===== src/rtl/fp16_pkg.sv =====
// fp16_pkg: shared widths, limits, normalizer state and exception status codes
package fp16_pkg;
  localparam int EXP_W = 5;
  localparam int MANT_W = 10;
  localparam int EXP_MAX = 31;
  localparam int EXP_UFLOW = 1;
  typedef enum logic [1:0] {IDLE, SHIFT, DONE} norm_state_t;
  typedef enum logic [1:0] {ST_ZERO = 2'b00, ST_OVFL = 2'b01, ST_UFLOW = 2'b10, ST_NORM = 2'b11} norm_status_t;
endpackage


===== src/rtl/fp16_normalize.sv =====
// fp16_normalize: iterative one-bit-per-cycle left-shift normalizer with valid/ready handshake
module fp16_normalize import fp16_pkg::*; #(
  parameter int EXP_W = fp16_pkg::EXP_W,
  parameter int MANT_W = fp16_pkg::MANT_W
) (
  input  logic              clk,
  input  logic              rst,
  input  logic              in_valid,
  output logic              in_ready,
  input  logic              sign_in,
  input  logic [EXP_W-1:0]  exp_in,
  input  logic [MANT_W+1:0] mant_in,
  output logic              out_valid,
  input  logic              out_ready,
  output logic              sr1d,
  output logic [EXP_W-1:0]  ed,
  output logic [MANT_W:0]   mnd
);
  localparam logic [EXP_W-1:0] UFLOW = EXP_W'(EXP_UFLOW);
  norm_state_t state_q;
  logic sr1d_q;
  logic [EXP_W-1:0] ed_q, ed_d;
  logic [MANT_W:0] mnd_q, mnd_d;
  assign mnd_d = {mnd_q[MANT_W-1:0], 1'b0};
  assign ed_d = ed_q - 1'b1;
  assign in_ready = state_q == IDLE;
  assign out_valid = state_q == DONE;
  assign sr1d = sr1d_q;
  assign ed = ed_q;
  assign mnd = mnd_q;
  // SHIFT looks ahead at the shifted value so k shifts cost exactly k cycles
  always_ff @(posedge clk) begin
    if (rst) begin
      state_q <= IDLE;
      sr1d_q <= 1'b0;
      ed_q <= '0;
      mnd_q <= '0;
    end else begin
      case (state_q)
        IDLE: if (in_valid) begin
          sr1d_q <= sign_in;
          state_q <= DONE;
          if (mant_in == '0) begin
            ed_q <= '0;
            mnd_q <= '0;
          end else if (&exp_in) begin
            ed_q <= exp_in;
            mnd_q <= mant_in[MANT_W:0];
          end else if (mant_in[MANT_W+1]) begin
            ed_q <= exp_in + 1'b1;
            mnd_q <= mant_in[MANT_W+1:1];
          end else if (mant_in[MANT_W]) begin
            ed_q <= exp_in;
            mnd_q <= mant_in[MANT_W:0];
          end else if (exp_in <= UFLOW) begin
            ed_q <= UFLOW;
            mnd_q <= mant_in[MANT_W:0];
          end else begin
            ed_q <= exp_in;
            mnd_q <= mant_in[MANT_W:0];
            state_q <= SHIFT;
          end
        end
        SHIFT: begin
          mnd_q <= mnd_d;
          ed_q <= ed_d;
          if (mnd_d[MANT_W] || ed_d <= UFLOW) state_q <= DONE;
        end
        DONE: if (out_ready) state_q <= IDLE;
        default: state_q <= IDLE;
      endcase
    end
  end
endmodule


===== config.mk =====
export PLATFORM = sky130hd
export DESIGN_NAME = fp16_normalize
export DESIGN_NICKNAME = d
export VERILOG_FILES = /design/src/rtl/fp16_pkg.sv /design/src/rtl/fp16_normalize.sv
export SDC_FILE = /design/constraint.sdc
export NUM_CORES = 1
export LEC_CHECK = 0
export ABC_AREA = 1
export CORE_MARGIN = 2
export CORE_UTILIZATION = 46
export DETAILED_ROUTE_END_ITERATION = 8
export PLACE_DENSITY_LB_ADDON = 0.3
export SLEW_MARGIN = 0
export SYNTH_ARGS = -nofsm -noshare
export SYNTH_HDL_FRONTEND = slang
export SYNTH_SLANG_ARGS = --single-unit

===== constraint.sdc =====
create_clock -name clk -period 1.8 [get_ports clk]
set_clock_uncertainty 0.05 [all_clocks]
set_input_delay 0.36 -clock clk [delete_from_list [all_inputs] [get_ports clk]]
set_output_delay 0.36 -clock clk [all_outputs]
set_load 0.005 [all_outputs]

# Yosys cells after proc, flatten, opt, wreduce, memory -nomap -nowiden
# Index checks and enable logic that the tools add are counted.
# Widths: inputs -> output; s select.
# totals
register_bits,19
latchBits,0
mem_bits_rw,0
romBits,0
input_bits,22
out_inout_bits,19
mem_count,0
# op_classes
add_sub_neg,2
mul,0
n_div,0
n_lt_le_gt_ge,2
eq_ne,5
shifts,0
mux,22
bitwise,0
reduce_logical,8
# ops
operator,count
$mux 11,5
$mux 5,6
$pmux 11 s2,1
$mux 2,8
$logic_not 12->1,1
$le 5x1->1 const B,2
$pmux 5 s2,1
$pmux 2 s3,1
$add 5x1->5 const B,1
$reduce_and 5->1,1
$sub 5x1->5 const B,1
$ne 2x2->1 const B,2
$reduce_and 2->1,2
$reduce_and 3->1,1
$eq 2x1->1 const B,1
$eq 2x2->1 const B,1
$logic_not 2->1,1
$ne 2x1->1 const B,1
$reduce_bool 2->1,1
$logic_or 1x1->1,1

# Depth between registers and ports, before layout
# Gate-level depths: netlist (run 1).
# logic_depth
ltp_word,8
depth_mapped,11
ltp_nobuf,11

# Worst setup path before layout (run 1)
# No wires, ideal clock.
# synth_path
kind,input to register
startpoint,input exp_in[0]
endpoint,"register mnd_q[9], in the netlist mnd[9]"
setup_time_ns,0.122
arrival_time_ns,1.429
t_required_ns,1.628
setup_slack_ns,0.199
path_stages,9
n_path_buf,0
path_cell_list,ha_1 inv_1 nor3_1 ha_1 inv_1 nand2_2 or2_2 o211ai_1 a21oi_1
# synth_via
elab_chain_len,5
# synth_rtl
item,line_no,source
"start, declared",fp16_normalize.sv:11,"input logic [EXP_W-1:0] exp_in,"
$reduce_and 5->1,fp16_normalize.sv:46,end else if (&exp_in) begin
$mux 11,fp16_normalize.sv:46,
$mux 11,fp16_normalize.sv:43,if (mant_in == '0) begin
$mux 11,fp16_normalize.sv:40,IDLE: if (in_valid) begin
$pmux 11 s2,fp16_normalize.sv:39,case (state_q)
"end signal, assigned",fp16_normalize.sv:48,mnd_q <= mant_in[MANT_W:0];
"end signal, assigned",fp16_normalize.sv:51,mnd_q <= mant_in[MANT_W+1:1];
"end signal, assigned",fp16_normalize.sv:54,mnd_q <= mant_in[MANT_W:0];
"end, declared",fp16_normalize.sv:23,"logic [MANT_W:0] mnd_q, mnd_d;"
# Every way passes these cells. The select of a mux whose other input is x is not followed.
# A chain may end at the register's enable or synchronous reset.

# Final worst setup path (run 1)
# layout_path
startpoint,register state_q[0]
endpoint,output in_ready
# layout_via
elab_chain_len,1
# layout_rtl
item,line_no,source
"start, declared",fp16_normalize.sv:20,norm_state_t state_q;
"start signal, assigned",fp16_normalize.sv:34,state_q <= IDLE;
"start signal, assigned",fp16_normalize.sv:42,state_q <= DONE;
"start signal, assigned",fp16_normalize.sv:61,state_q <= SHIFT;
$logic_not 2->1,fp16_normalize.sv:26,assign in_ready = state_q == IDLE;
"end, declared",fp16_normalize.sv:9,"output logic in_ready,"
# Every way passes these cells.

==> summary.md, run 1 <==
| Metric | Value |
|---|---|
| Status | completed |
| Critical path capture point type | primary output |
| Synth Area in Adders | 4.80% |
| Synth Register Bits | 19 |
| Clock slew seen by the registers of the worst setup and hold paths | 0.12 ns |
| Number of global-route vias before repair | 1401 |
| Starting DRT DRC Count | 76 |
| Dominant combinational cell family by area after synthesis | compound AO/OA/AOI/OAI gates |
| Via count | 1493 |
| H-tree level count | 1 |
| Layout-stage area growth over the synthesis result | 45.5% |
| Netlist area before placement | 1300 um2 |
| Area taken by multi-input logic gates | 810 um2 |
| Final-layout fill cell count | 245 |
| Rows | 19 |
| Min setup slack post-route | 0.0416 ns |
| CTS Buffer Depth | 2 |
| Die height | 57.2 um |
| Number of design rule violations left after detail routing | 0 |
| Worst hold stages | 2 |
| Number of port buffers | 40 |
| Peak VDD IR | 0.000570 V |
| Combined flip-flop and latch cell area | 384 um2 |
| Required arrival time at the worst endpoint | 1.39 ns |
| Top Family by Delay on Critical Path | buffers and inverters |
| Detailed-routing iteration count for the pre-antenna-repair pass | 4 |
| Met1 capacity usage during global routing | 27.8% |
| Clock sink count | 19 |
| Detailed placement HPWL | 2670 um |
| Core Area | 2730 um2 |
| Via-per-instance ratio | 5.20 |
| Average wire per cell in the routed design | 12.2 um |
| Share of the clock period used by the worst path | 97.7% |
| Worst-skew pair later-pin latency | 0.30 ns |
| Top fanout value on the critical path | 4 |
| Area of the die | 3280 um2 |
| Final WL | 3500 um |
| Synthesized-area fraction occupied by and/or/nand/nor cells | 25.1% |
| Leakage Power | 0.869 nW |
| Count of cell types in the netlist | 25 |
| Min Tclk post-route | 1.76 ns |
| Crit. path cell count | 2 |
| Cells after synthesis | 200 |
| Setup TNS Final | 0 ns |
| Count of buffering cells on the critical path with inverters included | 1 |
| Global-route wire length before repair | 5860 um |
| Die width | 57.2 um |
| Final setup vio count | 0 |
| Unrepaired setup endpoints after global routing | true |
| Worst setup timing slack at the placement stage | -0.508 ns |
| Placer congestion estimate | 0.947 |
| Crit start category | flip-flop |
| Average cell area after synthesis | 6.52 um2 |
| ANT cells | 0 |
| Max-slew violations | 0 |
| Achievable frequency | 569 MHz |
| Pwr per Cell Area | 714 nW/um2 |
| Share of the synthesized area in compound gates (AO/OA/AOI/OAI) | 28.8% |
| Nets@finish | 284 |
| Library cell used as clock root buffer | sky130_fd_sc_hd__clkbuf_4 |
| Boundary Pins | 41 |
| Total count of hold-check failures in the final report | 0 |
| Max Cap Violations | 0 |
| Grt peak-use layer | met2 |
| Gr usage total | 22.4% |
| Met3 usage | 2.95% |
| Initial core utilization | 47.7% |
| Worst slew margin | 76.6% |
| Stage delay of the slowest cell on the critical path | 0.52 ns |
| Transition time of the tightest slew-check pin | 0.351 ns |
| Overall overflow remaining after global route | 0 |
| Share of final-layout standard cells stronger than drive strength 1 | 17.6% |
| Sequential-to-total area share from yosys stat | 29.2% |
| CTS buffer count | 3 |
| Most common cell after layout, fill and taps aside | sky130_fd_sc_hd__nand2_1 |
| DRT antenna net count | 0 |
| Maximum number of pins on one net before global-route repair | 23 |
| Kind of path behind the tightest hold check | reg2reg |
| Crit path max-delay cell type | sky130_fd_sc_hd__clkdlybuf4s50_1 |
| R2r worst-path depth | 9 |
| Most used cells in the layout excluding fill and tap cells | sky130_fd_sc_hd__nand2_1 (38), sky130_fd_sc_hd__clkdlybuf4s50_1 (37), sky130_fd_sc_hd__o21ai_1 (24), sky130_fd_sc_hd__inv_1 (23), sky130_fd_sc_hd__dfxtp_1 (18) |
| Syn nets | 227 |
| CTS tree | yes |
| Total number of yosys warnings | 0 |
| Mux share of post-synthesis cell area | 0% |
| Critical Path AT | 1.35 ns |
| Quantity of hold-fixing buffers added after cts | 0 |
| Ordered cell list for the critical path | nor2_4 > clkdlybuf4s50_1 |
| Area share of xor/xnor cells in the synthesized design | 0.672% |
| Type of the worst setup path | reg2out |
| Initial antenna violation count | 0 |
| Met2 usage in global routing | 39.9% |
[sequential cells by signal (all words and copies together), names as in the netlist]
register,count
ed,5
state_q,2
mnd,11
sr1d,1
[kinds of logic (layout without fill, tap and decap cells)]
logic type,count (synthesis),count (layout)
XOR/XNOR,1,1
buffers and inverters,35,90
adder cells (fa/ha/maj),5,5
flip-flops,19,19
AND/OR/NAND/NOR,75,76
AO/OA/AOI/OAI,65,65
[stage by stage]
| step | total power [mW] | cell area, um2 | util [%] | hold WS (ns) | std cells |
|---|---|---|---|---|---|
| 5_1_grt | 1.44 | 1900 | 69.4 | 0.489 | 287 |
| 6_report | 1.35 | 1900 | 69.4 | 0.446 | 287 |
| 3_5_place_dp | 1.12 | 1820 | 66.7 | 0.427 | 281 |
| 4_1_cts | 1.35 | 1880 | 68.7 | 0.449 | 287 |
| 3_3_place_gp | 1.11 | 1820 | 66.7 | 0.419 | 281 |
| 2_1_floorplan | 0.855 | 1300 | - | 0.379 | 200 |
[worst register-to-register path: cells and delay by family (launching register included)]
| kind | cells | cell delay [ns] |
|---|---|---|
| adder cells (fa/ha/maj) | 1 | 0.32 |
| flip-flops | 1 | 0.40 |
| AO/OA/AOI/OAI | 2 | 0.24 |
| buffers and inverters | 2 | 0.17 |
| AND/OR/NAND/NOR | 4 | 0.27 |
[what timing repair did]
item | in CTS | in global routing
pin swaps | 5 | 2
setup endpoints to repair | 19 | 4
resized for setup | 10 | 7
cloned | 1 | 0
buffers inserted | 1 | 0
[where the power goes]
part	switching [mW]	internal [mW]
sequential	0.0604	0.485
combinational	0.287	0.298
clock	0.140	0.0827
total	0.488	0.866
[synthesized netlist by cell type, drive strengths merged]
| cell | n | area [um2] |
|---|---|---|
| nand2 | 41 | 166 |
| inv | 29 | 109 |
| o21ai | 29 | 145 |
| a21oi | 21 | 120 |
| dfxtp | 19 | 380 |
| nor2 | 18 | 77.6 |
| nand3 | 11 | 55.1 |
| o211ai | 10 | 75.1 |
| buf | 5 | 35.0 |
| ha | 5 | 62.6 |
| a31oi | 3 | 18.8 |
| or2 | 3 | 18.8 |
| nor3 | 2 | 10.0 |
| clkbuf | 1 | 5.00 |
| o21bai | 1 | 7.51 |
| o221ai | 1 | 8.76 |
| xor2 | 1 | 8.76 |
[final timing paths]
kind | from | to | slack (ns)
setup reg to reg | ed[0] | state_q[0] | 0.31
hold / removal | sr1d | sr1d | 0.45
setup / recovery | state_q[0] | in_ready | 0.04
hold reg to reg | sr1d | sr1d | 0.45
[per-layer routing]
| metal | share of wire, % | routed length, um | up-vias |
|---|---|---|---|
| li1 | - | - | 781 |
| met1 | 44 | 1530 | 656 |
| met2 | 50 | 1760 | 54 |
| met3 | 5.6 | 197 | 2 |
| met4 | 0.46 | 16 | 0 |
| met5 | 0 | 0 | - |
[final cells by class]
cell class / count / share of cell area (%)
Inverter: 29 / 5.74
Sequential cell: 19 / 20.3
Tap cell: 31 / 2.04
Clock buffer: 3 / 1.19
Timing Repair Buffer: 57 / 27.8
Clock inverter: 1 / 0.264
Multi-Input combinational cell: 147 / 42.7
No activity file was read; power rests on OpenSTA's default activity.
==> run 2: changes to the inputs <==
CORE_UTILIZATION = 42   (was 46)
clock period = 1.5 ns   (was 1.8 ns; I/O delays follow)
==> run 2 against run 1 <==
Final cell count is 11% higher; global-route usage rose by 1.4 points; via count rose by 12%; wire length grew 17%.
==> summary.md, run 2 (synthesis gave the netlist of run 1 again) <==
| Metric | Value |
|---|---|
| Status | completed (unchanged) |
| Average wire per cell in the routed design | 12.8 um (was 12.2 um) |
| Worst hold stages | 2 (unchanged) |
| H-tree level count | 1 (unchanged) |
| Endpoint of the worst register-to-register path | state_q[1] (was state_q[0]) |
| Kind of path behind the tightest hold check | reg2reg (unchanged) |
| Number of global-route vias before repair | 1488 (was 1401) |
| Detailed-routing iteration count for the pre-antenna-repair pass | 4 (unchanged) |
| Crit. path cell count | 11 (was 2) |
| Count of buffering cells on the critical path with inverters included | 3 (was 1) |
| Library cell used as clock root buffer | sky130_fd_sc_hd__clkbuf_4 (unchanged) |
| Top fanout value on the critical path | 7 (was 4) |
| Transition time of the tightest slew-check pin | 0.401 ns (was 0.351 ns) |
| Met2 usage in global routing | 40.8% (was 39.9%) |
| Peak VDD IR | 0.000495 V (was 0.000570 V) |
| Placer congestion estimate | 0.806 (was 0.947) |
| Stage delay of the slowest cell on the critical path | 0.23 ns (was 0.52 ns) |
| Fraction of the core area covered by cells at the end of the flow | 73.0% (was 69.4%) |
| Final-layout fill cell count | 253 (was 245) |
| Reg-to-Reg Start | ed[1] (was ed[0]) |
| Worst-skew pair later-pin latency | 0.30 ns (about the same) |
| Overall overflow remaining after global route | 0 (unchanged) |
| Design area | 2190 um2 (was 1900 um2) |
| Total count of hold-check failures in the final report | 0 (unchanged) |
| Maximum number of pins on one net before global-route repair | 16 (was 23) |
| Boundary Pins | 41 (unchanged) |
| Clock sink count | 19 (unchanged) |
| Type of the worst setup path | in2reg (was reg2out) |
| Ordered cell list for the critical path | clkbuf_2 > ha_2 > inv_2 > nor3_2 > ha_4 > inv_4 > nand2_8 > nor2_2 > xor2_1 > nand2_1 > a21oi_1 (was nor2_4 > clkdlybuf4s50_1) |
| Placed standard-cell area | 1970 um2 (was 1820 um2) |
| Layout-stage area growth over the synthesis result | 68.2% (was 45.5%) |
| Crit start category | input pin (was flip-flop) |
| Grt peak-use layer | met2 (unchanged) |
| Min setup slack post-route | 0.0569 ns (was 0.0416 ns) |
| Quantity of hold-fixing buffers added after cts | 0 (unchanged) |
| Required arrival time at the worst endpoint | 1.68 ns (was 1.39 ns) |
| Max-slew violations | 0 (unchanged) |
| Min Tclk post-route | 1.44 ns |
| CTS Buffer Depth | 2 (unchanged) |
| Die width | 59.7 um (was 57.2 um) |
| Cell Count, Final, Fillers Out | 319 (was 287) |
| CTS tree | yes (unchanged) |
| Max Cap Violations | 0 (unchanged) |
| Placed Cells incl. Taps | 299 (was 281) |
| Met1 capacity usage during global routing | 31.1% (was 27.8%) |
| Crit path max-delay cell type | sky130_fd_sc_hd__nor3_2 (was sky130_fd_sc_hd__clkdlybuf4s50_1) |
| Core Area | 3000 um2 (was 2730 um2) |
| Final setup vio count | 0 (unchanged) |
| End of the critical path | ed[2] (was in_ready) |
| Worst Setup SP | exp_in[0] (was state_q[0]) |
| Initial antenna violation count | 0 (unchanged) |
| Worst hold slack | 0.432 ns (was 0.446 ns) |
| Global-route wire length before repair | 6470 um (was 5860 um) |
| Most common cell after layout, fill and taps aside | sky130_fd_sc_hd__buf_4 (was sky130_fd_sc_hd__nand2_1) |
| Rows | 20 (was 19) |
| Share of the clock period used by the worst path | 96.2% |
| Minimum setup slack among reg-to-reg paths | 0.10 ns (was 0.31 ns) |
| Critical path capture point type | flip-flop (was primary output) |
| Largest register FFs | 11 (unchanged) |
| Final WL | 4090 um (was 3500 um) |
| Worst setup timing slack at the placement stage | -0.621 ns (was -0.508 ns) |
| Unrepaired setup endpoints after global routing | true (unchanged) |
| Starting DRT DRC Count | 59 (was 76) |
| Achievable frequency | 693 MHz |
| Met3 usage | 3.25% (was 2.95%) |
| R2r worst-path depth | 9 (unchanged) |
| ANT cells | 0 (unchanged) |
| Die height | 59.7 um (was 57.2 um) |
| Nets@finish | 314 (was 284) |
| Top Family by Delay on Critical Path | simple AND/OR/NAND/NOR gates (was buffers and inverters) |
| Clock slew seen by the registers of the worst setup and hold paths | 0.12 ns (about the same) |
| Setup TNS Final | 0 ns (unchanged) |
| CTS buffer count | 3 (unchanged) |
| Worst slew margin | 73.2% (was 76.6%) |
| Leakage Power | 1.17 nW (was 0.869 nW) |
| Most used cells in the layout excluding fill and tap cells | sky130_fd_sc_hd__buf_4 (45), sky130_fd_sc_hd__nand2_1 (37), sky130_fd_sc_hd__o21ai_1 (22), sky130_fd_sc_hd__inv_1 (20), sky130_fd_sc_hd__dfxtp_2 (18) (was sky130_fd_sc_hd__nand2_1 (38), sky130_fd_sc_hd__clkdlybuf4s50_1 (37), sky130_fd_sc_hd__o21ai_1 (24), sky130_fd_sc_hd__inv_1 (23), sky130_fd_sc_hd__dfxtp_1 (18)) |
| Area of the die | 3570 um2 (was 3280 um2) |
| Via count | 1668 (was 1493) |
| Initial core utilization | 43.4% (was 47.7%) |
| Critical Path AT | 1.63 ns (was 1.35 ns) |
| Number of design rule violations left after detail routing | 0 (unchanged) |
| Pwr per Cell Area | 817 nW/um2 (was 714 nW/um2) |
| Share of final-layout standard cells stronger than drive strength 1 | 35.3% (was 17.6%) |
| Total design power | 1.79 mW (was 1.35 mW) |
| Gr usage total | 23.8% (was 22.4%) |
| Detailed placement HPWL | 2850 um (was 2670 um) |
| DRT antenna net count | 0 (unchanged) |
| Number of port buffers | 40 (unchanged) |
| Via-per-instance ratio | 5.23 (was 5.20) |
[run 2: cell count changes in the layout (fill, tap and decap cells not counted), sizes merged]
cell           change
buf               +30
clkbuf             +2
clkdlybuf4s50     -22
dlygate4sd2       +13
dlymetal6s2s       +7
[run 2: repair_timing]
item                                    in CTS  in global routing
pin swaps                                    7                  7
setup buffers                               13                  2
endpoints found under the setup margin      37                 22
cloned                                       1                  0
gates resized for setup                     49                 21
[run 2: layer usage]
metal | vias to the layer above | wire [um]
met5 | - | 0
met4 | 0 | 74
met3 | 11 | 262
met2 | 68 | 1960
met1 | 747 | 1790
li1 | 842 | -
[run 2: where the power goes]
part           leakage (nW)  internal (mW)  total (mW)  switching, mW
logic                 0.986          0.455       0.877          0.422
registers             0.164          0.596       0.638         0.0423
clock network        0.0177         0.0994       0.278          0.178
[run 2: worst min-delay path: stages, from the launching register on]
cell and delay [ns]:
sky130_fd_sc_hd__dfxtp_2 0.34, sky130_fd_sc_hd__nor2_1 0.04, sky130_fd_sc_hd__nor2_1 0.08
[run 2: worst min-delay path by stage]
stage | start | endpoint
finish | sr1d | sr1d
floorplan | rst | mnd[0]
detailed placement | sr1d | sr1d
global placement | sr1d | sr1d
global route | sr1d | sr1d
CTS | sr1d | sr1d
[run 2: layout make-up]
class | instances | area [um2] | area share (%)
tap | 33 | 41.3 | 1.88
multi-input combinational | 147 | 841 | 38.3
timing repair buffer | 87 | 761 | 34.7
inverter | 29 | 116 | 5.31
clock inverter | 1 | 5.00 | 0.228
clock buffer | 3 | 22.5 | 1.03
sequential | 19 | 407 | 18.5
==> run 3: changes to the inputs <==
CORE_UTILIZATION = 60   (was 42)
DONT_BUFFER_PORTS = 1   (was default)
clock period = 1.7 ns   (was 1.5 ns; I/O delays follow)
==> run 3 against run 2 <==
Design area down 38%; combinational power fell by 56%; wire length fell by 25%; highest routed layer unchanged.
==> summary.md, run 3 (synthesis gave the netlist of run 1 again) <==
| Metric | Value |
|---|---|
| Core Area | 2000 um2 (was 3000 um2) |
| Pwr per Cell Area | 896 nW/um2 (was 817 nW/um2) |
| Boundary Pins | 41 (unchanged) |
| Final-layout fill cell count | 196 (was 253) |
| Worst slew margin | 67.9% (was 73.2%) |
| Area of the die | 2560 um2 (was 3570 um2) |
| Min setup slack post-route | 0.221 ns (was 0.0569 ns) |
| Starting DRT DRC Count | 23 (was 59) |
| Kind of path behind the tightest hold check | in2reg (was reg2reg) |
| Most used cells in the layout excluding fill and tap cells | sky130_fd_sc_hd__nand2_1 (38), sky130_fd_sc_hd__inv_1 (26), sky130_fd_sc_hd__o21ai_1 (22), sky130_fd_sc_hd__dfxtp_1 (19), sky130_fd_sc_hd__a21oi_1 (17) (was sky130_fd_sc_hd__buf_4 (45), sky130_fd_sc_hd__nand2_1 (37), sky130_fd_sc_hd__o21ai_1 (22), sky130_fd_sc_hd__inv_1 (20), sky130_fd_sc_hd__dfxtp_2 (18)) |
| Total of cells resized after clock tree synthesis | 0 (was 49) |
| Share of final-layout standard cells stronger than drive strength 1 | 11.4% (was 35.3%) |
| Via count | 1323 (was 1668) |
| Max-slew violations | 0 (unchanged) |
| Setup bufs post-CTS | 0 (was 13) |
| Largest register FFs | 11 (unchanged) |
| Type of the worst setup path | reg2reg (was in2reg) |
| CTS buffer count | 3 (unchanged) |
| Status | completed (unchanged) |
| Critical path capture point type | flip-flop (unchanged) |
| Stage delay of the slowest cell on the critical path | 0.37 ns (was 0.23 ns) |
| ANT cells | 0 (unchanged) |
| Cell Count, Final, Fillers Out | 229 (was 319) |
| Peak VDD IR | 0.000590 V (was 0.000495 V) |
| H-tree level count | 1 (unchanged) |
| Rows | 16 (was 20) |
| Clock sink count | 19 (unchanged) |
| CTS tree | yes (unchanged) |
| Initial core utilization | 65.1% (was 43.4%) |
| Placer congestion estimate | 0.823 (was 0.806) |
| Crit start category | flip-flop (was input pin) |
| Library cell used as clock root buffer | sky130_fd_sc_hd__clkbuf_4 (unchanged) |
| Overall overflow remaining after global route | 0 (unchanged) |
| DRT antenna net count | 0 (unchanged) |
| Clock slew seen by the registers of the worst setup and hold paths | 0.12 ns (about the same) |
| Detailed placement HPWL | 2340 um (was 2850 um) |
| Number of design rule violations left after detail routing | 0 (unchanged) |
| Number of port buffers | 0 (was 40) |
| Achievable frequency | 676 MHz |
| Average wire per cell in the routed design | 13.4 um (was 12.8 um) |
| Worst-skew pair later-pin latency | 0.30 ns (about the same) |
| Number of global-route vias before repair | 1284 (was 1488) |
| Die height | 50.6 um (was 59.7 um) |
| Transition time of the tightest slew-check pin | 0.481 ns (was 0.401 ns) |
| Detailed-routing iteration count for the pre-antenna-repair pass | 5 (was 4) |
| Worst setup timing slack at the placement stage | -0.0142 ns (was -0.621 ns) |
| Global-route wire length before repair | 5180 um (was 6470 um) |
| Share of the clock period used by the worst path | 87.0% |
| Final setup vio count | 0 (unchanged) |
| Top Family by Delay on Critical Path | simple AND/OR/NAND/NOR gates (unchanged) |
| Unrepaired setup endpoints after global routing | false (was true) |
| Quantity of hold-fixing buffers added after cts | 0 (unchanged) |
| Max Cap Violations | 0 (unchanged) |
| Initial antenna violation count | 0 (unchanged) |
| Gr usage total | 25.8% (was 23.8%) |
| Count of buffering cells on the critical path with inverters included | 1 (was 3) |
| Total count of hold-check failures in the final report | 0 (unchanged) |
| Die width | 50.6 um (was 59.7 um) |
| Maximum number of pins on one net before global-route repair | 20 (was 16) |
| Ordered cell list for the critical path | nor2_2 > nand2_2 > nand2_4 > inv_2 > a31oi_1 > a21oi_1 (was clkbuf_2 > ha_2 > inv_2 > nor3_2 > ha_4 > inv_4 > nand2_8 > nor2_2 > xor2_1 > nand2_1 > a21oi_1) |
| Critical Path AT | 1.63 ns (about the same) |
| Setup TNS Final | 0 ns (unchanged) |
| Min Tclk post-route | 1.48 ns |
| Leakage Power | 0.633 nW (was 1.17 nW) |
| Layout-stage area growth over the synthesis result | 3.93% (was 68.2%) |
| Placed Cells incl. Taps | 225 (was 299) |
| Most common cell after layout, fill and taps aside | sky130_fd_sc_hd__nand2_1 (was sky130_fd_sc_hd__buf_4) |
| Required arrival time at the worst endpoint | 1.85 ns (was 1.68 ns) |
| Via-per-instance ratio | 5.78 (was 5.23) |
| Crit path max-delay cell type | sky130_fd_sc_hd__dfxtp_1 (was sky130_fd_sc_hd__nor3_2) |
| Final WL | 3060 um (was 4090 um) |
| Nets@finish | 230 (was 314) |
| CTS Buffer Depth | 2 (unchanged) |
| Top fanout value on the critical path | 16 (was 7) |
## run 3: worst paths after layout
check	startpoint	endpoint	slack [ns]	depth (start not counted)
worst max-delay path	state_q[1]	ed[3]	0.22	6
worst max register to register	state_q[1]	ed[3]	0.22	6
worst min-delay path	rst	mnd[0]	0.04	1
worst min register to register	sr1d	sr1d	0.47	2
## run 3: report_power, final
part           total, mW  leakage [nW]  internal [mW]  switching [mW]
clock network      0.238        0.0177         0.0878           0.150
registers          0.588         0.158          0.512          0.0756
logic              0.387         0.458          0.145           0.243
total               1.21         0.633          0.745           0.469
## run 3: layout make-up
| cell class | count | area (um2) | area share [%] |
|---|---|---|---|
| clock buffers | 3 | 22.5 | 1.66 |
| clock inverters | 1 | 5.00 | 0.369 |
| repair buffers | 4 | 30.0 | 2.22 |
| inverters | 29 | 109 | 8.03 |
| multi-input cells | 146 | 774 | 57.2 |
| well taps | 27 | 33.8 | 2.49 |
| flip-flops and latches | 19 | 380 | 28.1 |
## run 3: metrics by stage
step	hold slack, ns	cell area [um2]	total power [mW]	util (%)
2_1_floorplan	0.359	1300	0.906	-
3_3_place_gp	0.360	1330	0.967	66.3
3_5_place_dp	0.363	1330	0.985	66.3
4_1_cts	0.0333	1360	1.22	67.7
5_1_grt	0.0239	1360	1.30	67.7
6_report	0.0384	1360	1.21	67.7
## run 3: layer usage
metal | vias up | wire length (um) | GRT usage (%)
met5 | - | 0 | 0
met1 | 600 | 1360 | 32.0
met4 | 0 | 22 | 6.76
li1 | 671 | - | -
met2 | 49 | 1460 | 44.7
met3 | 3 | 221 | 5.95
